<file path="src/rtl/sched_update_pkg.sv">
// Shared types for the scheduled-update unit: per-slot state and the free-slot picker.
package sched_update_pkg;

  localparam int SU_DATA_W = 32;
  localparam int SU_DLY_W  = 8;
  localparam int SU_DEPTH  = 4;

  typedef struct packed {
    logic                 valid;
    logic [SU_DLY_W-1:0]  cnt;
    logic [SU_DATA_W-1:0] data;
  } slot_t;

  // One-hot of the lowest-index clear bit; all zeros when every slot is busy.
  function automatic logic [SU_DEPTH-1:0] lowest_free(input logic [SU_DEPTH-1:0] busy);
    return ~busy & (busy + SU_DEPTH'(1));
  endfunction

endpackage

</file>
<file path="src/rtl/sched_update_slot.sv">
// One pending-event slot: counts its delay down and flags maturity at zero.
// Registered state, mature is combinational from state; no backpressure (owner allocates only when free).
module sched_update_slot
  import sched_update_pkg::*;
(
  input  logic                 clk,
  input  logic                 rst_n,
  input  logic                 alloc_i,
  input  logic                 flush_i,
  input  logic [SU_DATA_W-1:0] data_i,
  input  logic [SU_DLY_W-1:0]  delay_i,
  output logic                 valid_o,
  output logic                 mature_o,
  output logic [SU_DATA_W-1:0] data_o
);

  slot_t slot_q, slot_d;

  assign valid_o  = slot_q.valid;
  assign mature_o = slot_q.valid && (slot_q.cnt == '0);
  assign data_o   = slot_q.data;

  always_comb begin
    slot_d = slot_q;
    if (flush_i || mature_o) begin
      slot_d.valid = 1'b0;
    end else if (slot_q.valid) begin
      slot_d.cnt = slot_q.cnt - SU_DLY_W'(1);
    end
    // Allocation only ever targets a slot that is free now, so it never races the clear above.
    if (alloc_i) begin
      slot_d.valid = 1'b1;
      slot_d.cnt   = delay_i;
      slot_d.data  = data_i;
    end
  end

  always_ff @(posedge clk or negedge rst_n) begin
    if (!rst_n) begin
      slot_q <= '0;
    end else begin
      slot_q <= slot_d;
    end
  end

endmodule

</file>
<file path="src/rtl/sched_update_unit.sv">
// Delayed-commit register: request (data, d) accepted at edge E lands in val_q at edge E+d+1, newest wins.
// req_ready drops while every slot is occupied; all outputs are registered.
module sched_update_unit
  import sched_update_pkg::*;
#(
  parameter int                DATA_W    = SU_DATA_W,
  parameter int                DLY_W     = SU_DLY_W,
  parameter int                DEPTH     = SU_DEPTH,
  parameter logic [DATA_W-1:0] RESET_VAL = '0
) (
  input  logic                       clk,
  input  logic                       rst_n,
  input  logic                       req_valid,
  output logic                       req_ready,
  input  logic [DATA_W-1:0]          req_data,
  input  logic [DLY_W-1:0]           req_delay,
  input  logic                       flush,
  output logic [DATA_W-1:0]          val_q,
  output logic                       val_changed,
  output logic [$clog2(DEPTH+1)-1:0] pending,
  output logic                       full
);

  localparam int CNT_W = $clog2(DEPTH+1);

  logic [DEPTH-1:0]  busy, mature, alloc_oh, busy_nxt, newest;
  logic [DATA_W-1:0] slot_data [DEPTH];
  logic [DEPTH-1:0]  age_q [DEPTH];
  logic [DEPTH-1:0]  age_d [DEPTH];
  logic              accept, commit;
  logic [DATA_W-1:0] commit_data, val_d;
  logic              changed_q, changed_d;
  logic [CNT_W-1:0]  pending_q, pending_d;
  logic              full_q, full_d;

  assign req_ready   = !full_q;
  assign accept      = req_valid && !full_q;
  assign alloc_oh    = accept ? lowest_free(busy) : '0;
  assign val_changed = changed_q;
  assign pending     = pending_q;
  assign full        = full_q;

  for (genvar i = 0; i < DEPTH; i++) begin : g_slot
    sched_update_slot u_slot (
      .clk      (clk),
      .rst_n    (rst_n),
      .alloc_i  (alloc_oh[i]),
      .flush_i  (flush),
      .data_i   (req_data),
      .delay_i  (req_delay),
      .valid_o  (busy[i]),
      .mature_o (mature[i]),
      .data_o   (slot_data[i])
    );
  end

  // age_q[i][j] set means slot i was accepted after slot j.
  always_comb begin
    newest      = '0;
    commit_data = '0;
    for (int i = 0; i < DEPTH; i++) begin
      newest[i] = mature[i];
      for (int j = 0; j < DEPTH; j++) begin
        if (j != i && mature[j] && !age_q[i][j]) newest[i] = 1'b0;
      end
    end
    for (int i = 0; i < DEPTH; i++) begin
      if (newest[i]) commit_data = commit_data | slot_data[i];
    end
    commit    = (|mature) && !flush;
    val_d     = commit ? commit_data : val_q;
    changed_d = commit && (commit_data != val_q);
  end

  always_comb begin
    age_d = age_q;
    for (int i = 0; i < DEPTH; i++) begin
      if (busy[i] && (mature[i] || flush)) begin
        age_d[i] = '0;
        for (int j = 0; j < DEPTH; j++) age_d[j][i] = 1'b0;
      end
    end
    for (int i = 0; i < DEPTH; i++) begin
      if (alloc_oh[i]) begin
        age_d[i] = ~(DEPTH'(1) << i);
        for (int j = 0; j < DEPTH; j++) age_d[j][i] = 1'b0;
      end
    end
    busy_nxt  = flush ? alloc_oh : ((busy & ~mature) | alloc_oh);
    pending_d = CNT_W'($countones(busy_nxt));
    full_d    = &busy_nxt;
  end

  always_ff @(posedge clk or negedge rst_n) begin
    if (!rst_n) begin
      for (int i = 0; i < DEPTH; i++) age_q[i] <= '0;
      val_q     <= RESET_VAL;
      changed_q <= 1'b0;
      pending_q <= '0;
      full_q    <= 1'b0;
    end else begin
      age_q     <= age_d;
      val_q     <= val_d;
      changed_q <= changed_d;
      pending_q <= pending_d;
      full_q    <= full_d;
    end
  end

endmodule

</file>
<file path="config.mk">
export PLATFORM = sky130hd
export DESIGN_NAME = sched_update_unit
export DESIGN_NICKNAME = d
export VERILOG_FILES = /design/src/rtl/sched_update_pkg.sv /design/src/rtl/sched_update_slot.sv /design/src/rtl/sched_update_unit.sv
export SDC_FILE = /design/constraint.sdc
export NUM_CORES = 1
export LEC_CHECK = 0
export BUFFER_PORTS_ARGS = -buffer_cell sky130_fd_sc_hd__buf_2
export CAP_MARGIN = 20
export CORE_ASPECT_RATIO = 1.1
export CORE_UTILIZATION = 60
export CTS_CLUSTER_SIZE = 14
export DETAILED_ROUTE_END_ITERATION = 16
export PLACE_DENSITY = 0.8
export SLEW_MARGIN = 0
export SYNTH_ARGS = -nofsm -noshare
export SYNTH_HDL_FRONTEND = slang
export SYNTH_SLANG_ARGS = --single-unit
</file>
<file path="constraint.sdc">
create_clock -name clk -period 4.6 [get_ports clk]
set_input_delay 0.69 -clock clk [delete_from_list [all_inputs] [get_ports clk]]
set_output_delay 0.69 -clock clk [all_outputs]
set_load 0.005 [all_outputs]
</file>
==> reports/summary.txt <==
Status - finished clean
Die Area - 17100 um^2
DR WL/cell - 19.1 um
Vias - 8371
Initial drt markers - 622
Clock buffers created by TritonCTS - 22
Drc violations - 0
Clock Sinks - 213
Post-synth EDFFs - 0
Setup Skew - 14.6 ps
Initial Util - 62.4%
Flops & latches, synth - 213
Asr flop ratio synth - 100%
Slowest CP cell - or4bb_1
Setup crit start - g_slot[1].u_slot.slot_q[32]
Final wirelength - 26.2 mm
Most used DFF post-synth - dfrtp_1
Final hold vios - 0
N_diodes - 0
CP Launch Type - flip-flop
Worst skew pair latency - 510 ps
Rel. slew slack - 33.5%
Clock tree buffer depth - 3
Number of hold buffers added after cts - 0
Ys Warns - 0
Die width - 125 um
Placement row count - 48
Count of pins over their slew limit - 0
Initial antenna violation count - 0
Top Ports - 82
Grt total ovfl - 0
GP Congestion - 0.887
Count leader, synth - nand2_1
Post-Synthesis Cell Area - 9930 um^2
Crit Path Max Fanout - 32
First-pass GRT wire length - 42.0 mm
Die height - 137 um
Pin count of the biggest net entering global routing - 126
Crit path cell chain - inv_1 -> ha_1 -> or4bb_1 -> or3_1 -> o2111a_2 -> a22o_1 -> a221oi_1 -> xor2_1 -> nand4_1 -> nor4_1 -> a21boi_1
Core Box Area - 15900 um^2
Syn avg cell area - 9.04 um^2
CTS tree - built
CP required - 4990 ps
Leakage - 5.56 nW
Total GRT Usage - 31.2%
Syn nets - 1155
Worst vdd ir - 0.351 mV
# fillers - 1190
Least-Margin Pin Slew - 997 ps
Hold Path Class - input pin to async pin
Tcrit/Tclk final - 77.4%
Post-CTS Setup Inserts - 0
Synth area leader - dfrtp_1
FMAX - 281 MHz
First-pass DRT Iterations - 5
Crit path capture type - flip-flop
Share of layout cells above drive strength 1 - 13.6%
Sum Neg Setup Slack - 0 ps
Cell variety after synth - 50
Power per cell area - 613 nW/um^2
Share of Yosys cell area claimed by the top area cell type - 53.7%
Area delta synth->final - 13.8%
Mapped Cells - 1099
Maxcap violations - 0
Nets - 1216
I/O Buffers - 81
Fin crit period - 3560 ps
Most frequent cells after synthesis - nand2_1 (433), dfrtp_1 (213), nor2_1 (62), clkbuf_1 (50), a21oi_1 (42)
HPWL Detailed - 15.9 mm
Clock Tree Root - clkbuf_16
# setup viols final - 0
Reg2Reg Launch Point - g_slot[1].u_slot.slot_q[32]
Dominant cells by area after synthesis - dfrtp_1 (54%), nand2_1 (16%), a22o_1 (3.4%), a221oi_2 (2.7%), xor2_1 (2.6%)
Dpl ws - 1070 ps
CP max stage delay - 550 ps
Number of global-route vias before repair - 8039
Number of gates resized after CTS - 0
Worst-path clk slew - 60 ps
Via/cell ratio - 6.09
H-tree Lvls - 1
Final Worst Setup Slack - 1040 ps
Worst Path Arrival - 3950 ps
Setup repair after global routing missed its margin - no
Crit Path Class - flip-flop to flip-flop
Routed Antenna Nets - 0
Post-synthesis sequential area ratio - 53.7%
==> cell usage in the layout, fill, tap and decap left out, drive strengths merged, types with 4 or more instances in the layout <==
cell type / instances
inv: 18
o311ai: 5
xor2: 30
clkbuf: 36
a22oi: 8
or4: 7
o221ai: 4
buf: 97
a221o: 8
o21ai: 30
xnor2: 4
nor2: 62
a221oi: 21
a21oi: 42
nor3b: 4
nor4: 9
nand2: 433
a31oi: 4
nand3: 15
dfrtp: 213
nand4: 10
o211ai: 10
ha: 11
or4bb: 4
nor3: 16
a22o: 38
==> kinds of logic (layout without fill, tap and decap cells) <==
family | Yosys count | after routing | synth area share, %
AO/OA/AOI/OAI | 180 | 180 | 14.0
XOR/XNOR | 34 | 34 | 3.00
adder cells (fa/ha/maj) | 12 | 12 | 1.59
buffers and inverters | 79 | 155 | 3.35
flip-flops | 213 | 213 | 53.7
AND/OR/NAND/NOR | 581 | 581 | 24.4
==> routing by layer <==
metal  wire, um  GRT usage, %  up-vias
li1           -             -     3843
met1      10900          42.0     4096
met2      12700          52.2      368
met3       1840          4.26       64
met4        811          11.4        0
met5          0             0        -
==> registers in the layout, indices dropped and copies added (netlist names) <==
signal and count:
full 1, g_slot.u_slot.valid_o 4, g_slot.u_slot.slot_q 32, pending 3
age_q 12, g_slot.u_slot.data_o 128, val_q 32, val_changed 1
==> final cells by class <==
| type | count | area (um^2) | area share (%) |
|---|---|---|---|
| timing repair buffer | 98 | 574 | 5.08 |
| sequential | 213 | 5330 | 47.1 |
| clock buffer | 35 | 681 | 6.02 |
| multi-input combinational | 807 | 4330 | 38.3 |
| clock inverter | 4 | 72.6 | 0.642 |
| tap | 200 | 250 | 2.21 |
| inverter | 18 | 67.6 | 0.597 |
==> critical path, delay by kind of cell, from the launching register on <==
kind / cells / cell delay, ps
AO/OA/AOI/OAI: 4 / 1170
XOR/XNOR: 1 / 180
adder cells (fa/ha/maj): 1 / 170
buffers and inverters: 1 / 120
flip-flops: 1 / 410
AND/OR/NAND/NOR: 4 / 1390
==> report_power, final <==
group          switching [W]  internal, W  leakage [nW]  total [W]
Clock               0.000726      0.00112         0.366    0.00185
Sequential          0.000634      0.00266          2.67    0.00330
Combinational        0.00104     0.000745          2.52    0.00179
Total                0.00240      0.00453          5.56    0.00693
==> metrics by stage <==
stage               cell area (um^2)  instances  hold slack, ps  power, W  util (%)
floorplan                       9930       1099             394   0.00438         -
global placement               10500       1335             457   0.00495      66.1
detailed placement             10500       1335             463   0.00506      66.1
CTS                            11300       1374             397   0.00692      70.9
global route                   11300       1375             428   0.00734      71.1
finish                         11300       1375             368   0.00693      71.1
==> worst paths after layout <==
kind / to / slack [ps] / depth (start not counted)
hold / removal: g_slot[0].u_slot.data_o[7] / 370 / 1
max in group asynchronous: val_q[11] / 3220 / 2
setup reg to reg: val_changed / 1040 / 11
hold reg to reg: g_slot[0].u_slot.data_o[2] / 470 / 2
setup / recovery: val_changed / 1040 / 11
min in group clk: g_slot[1].u_slot.data_o[25] / 420 / 3
No activity file was read; power rests on OpenSTA's default activity.
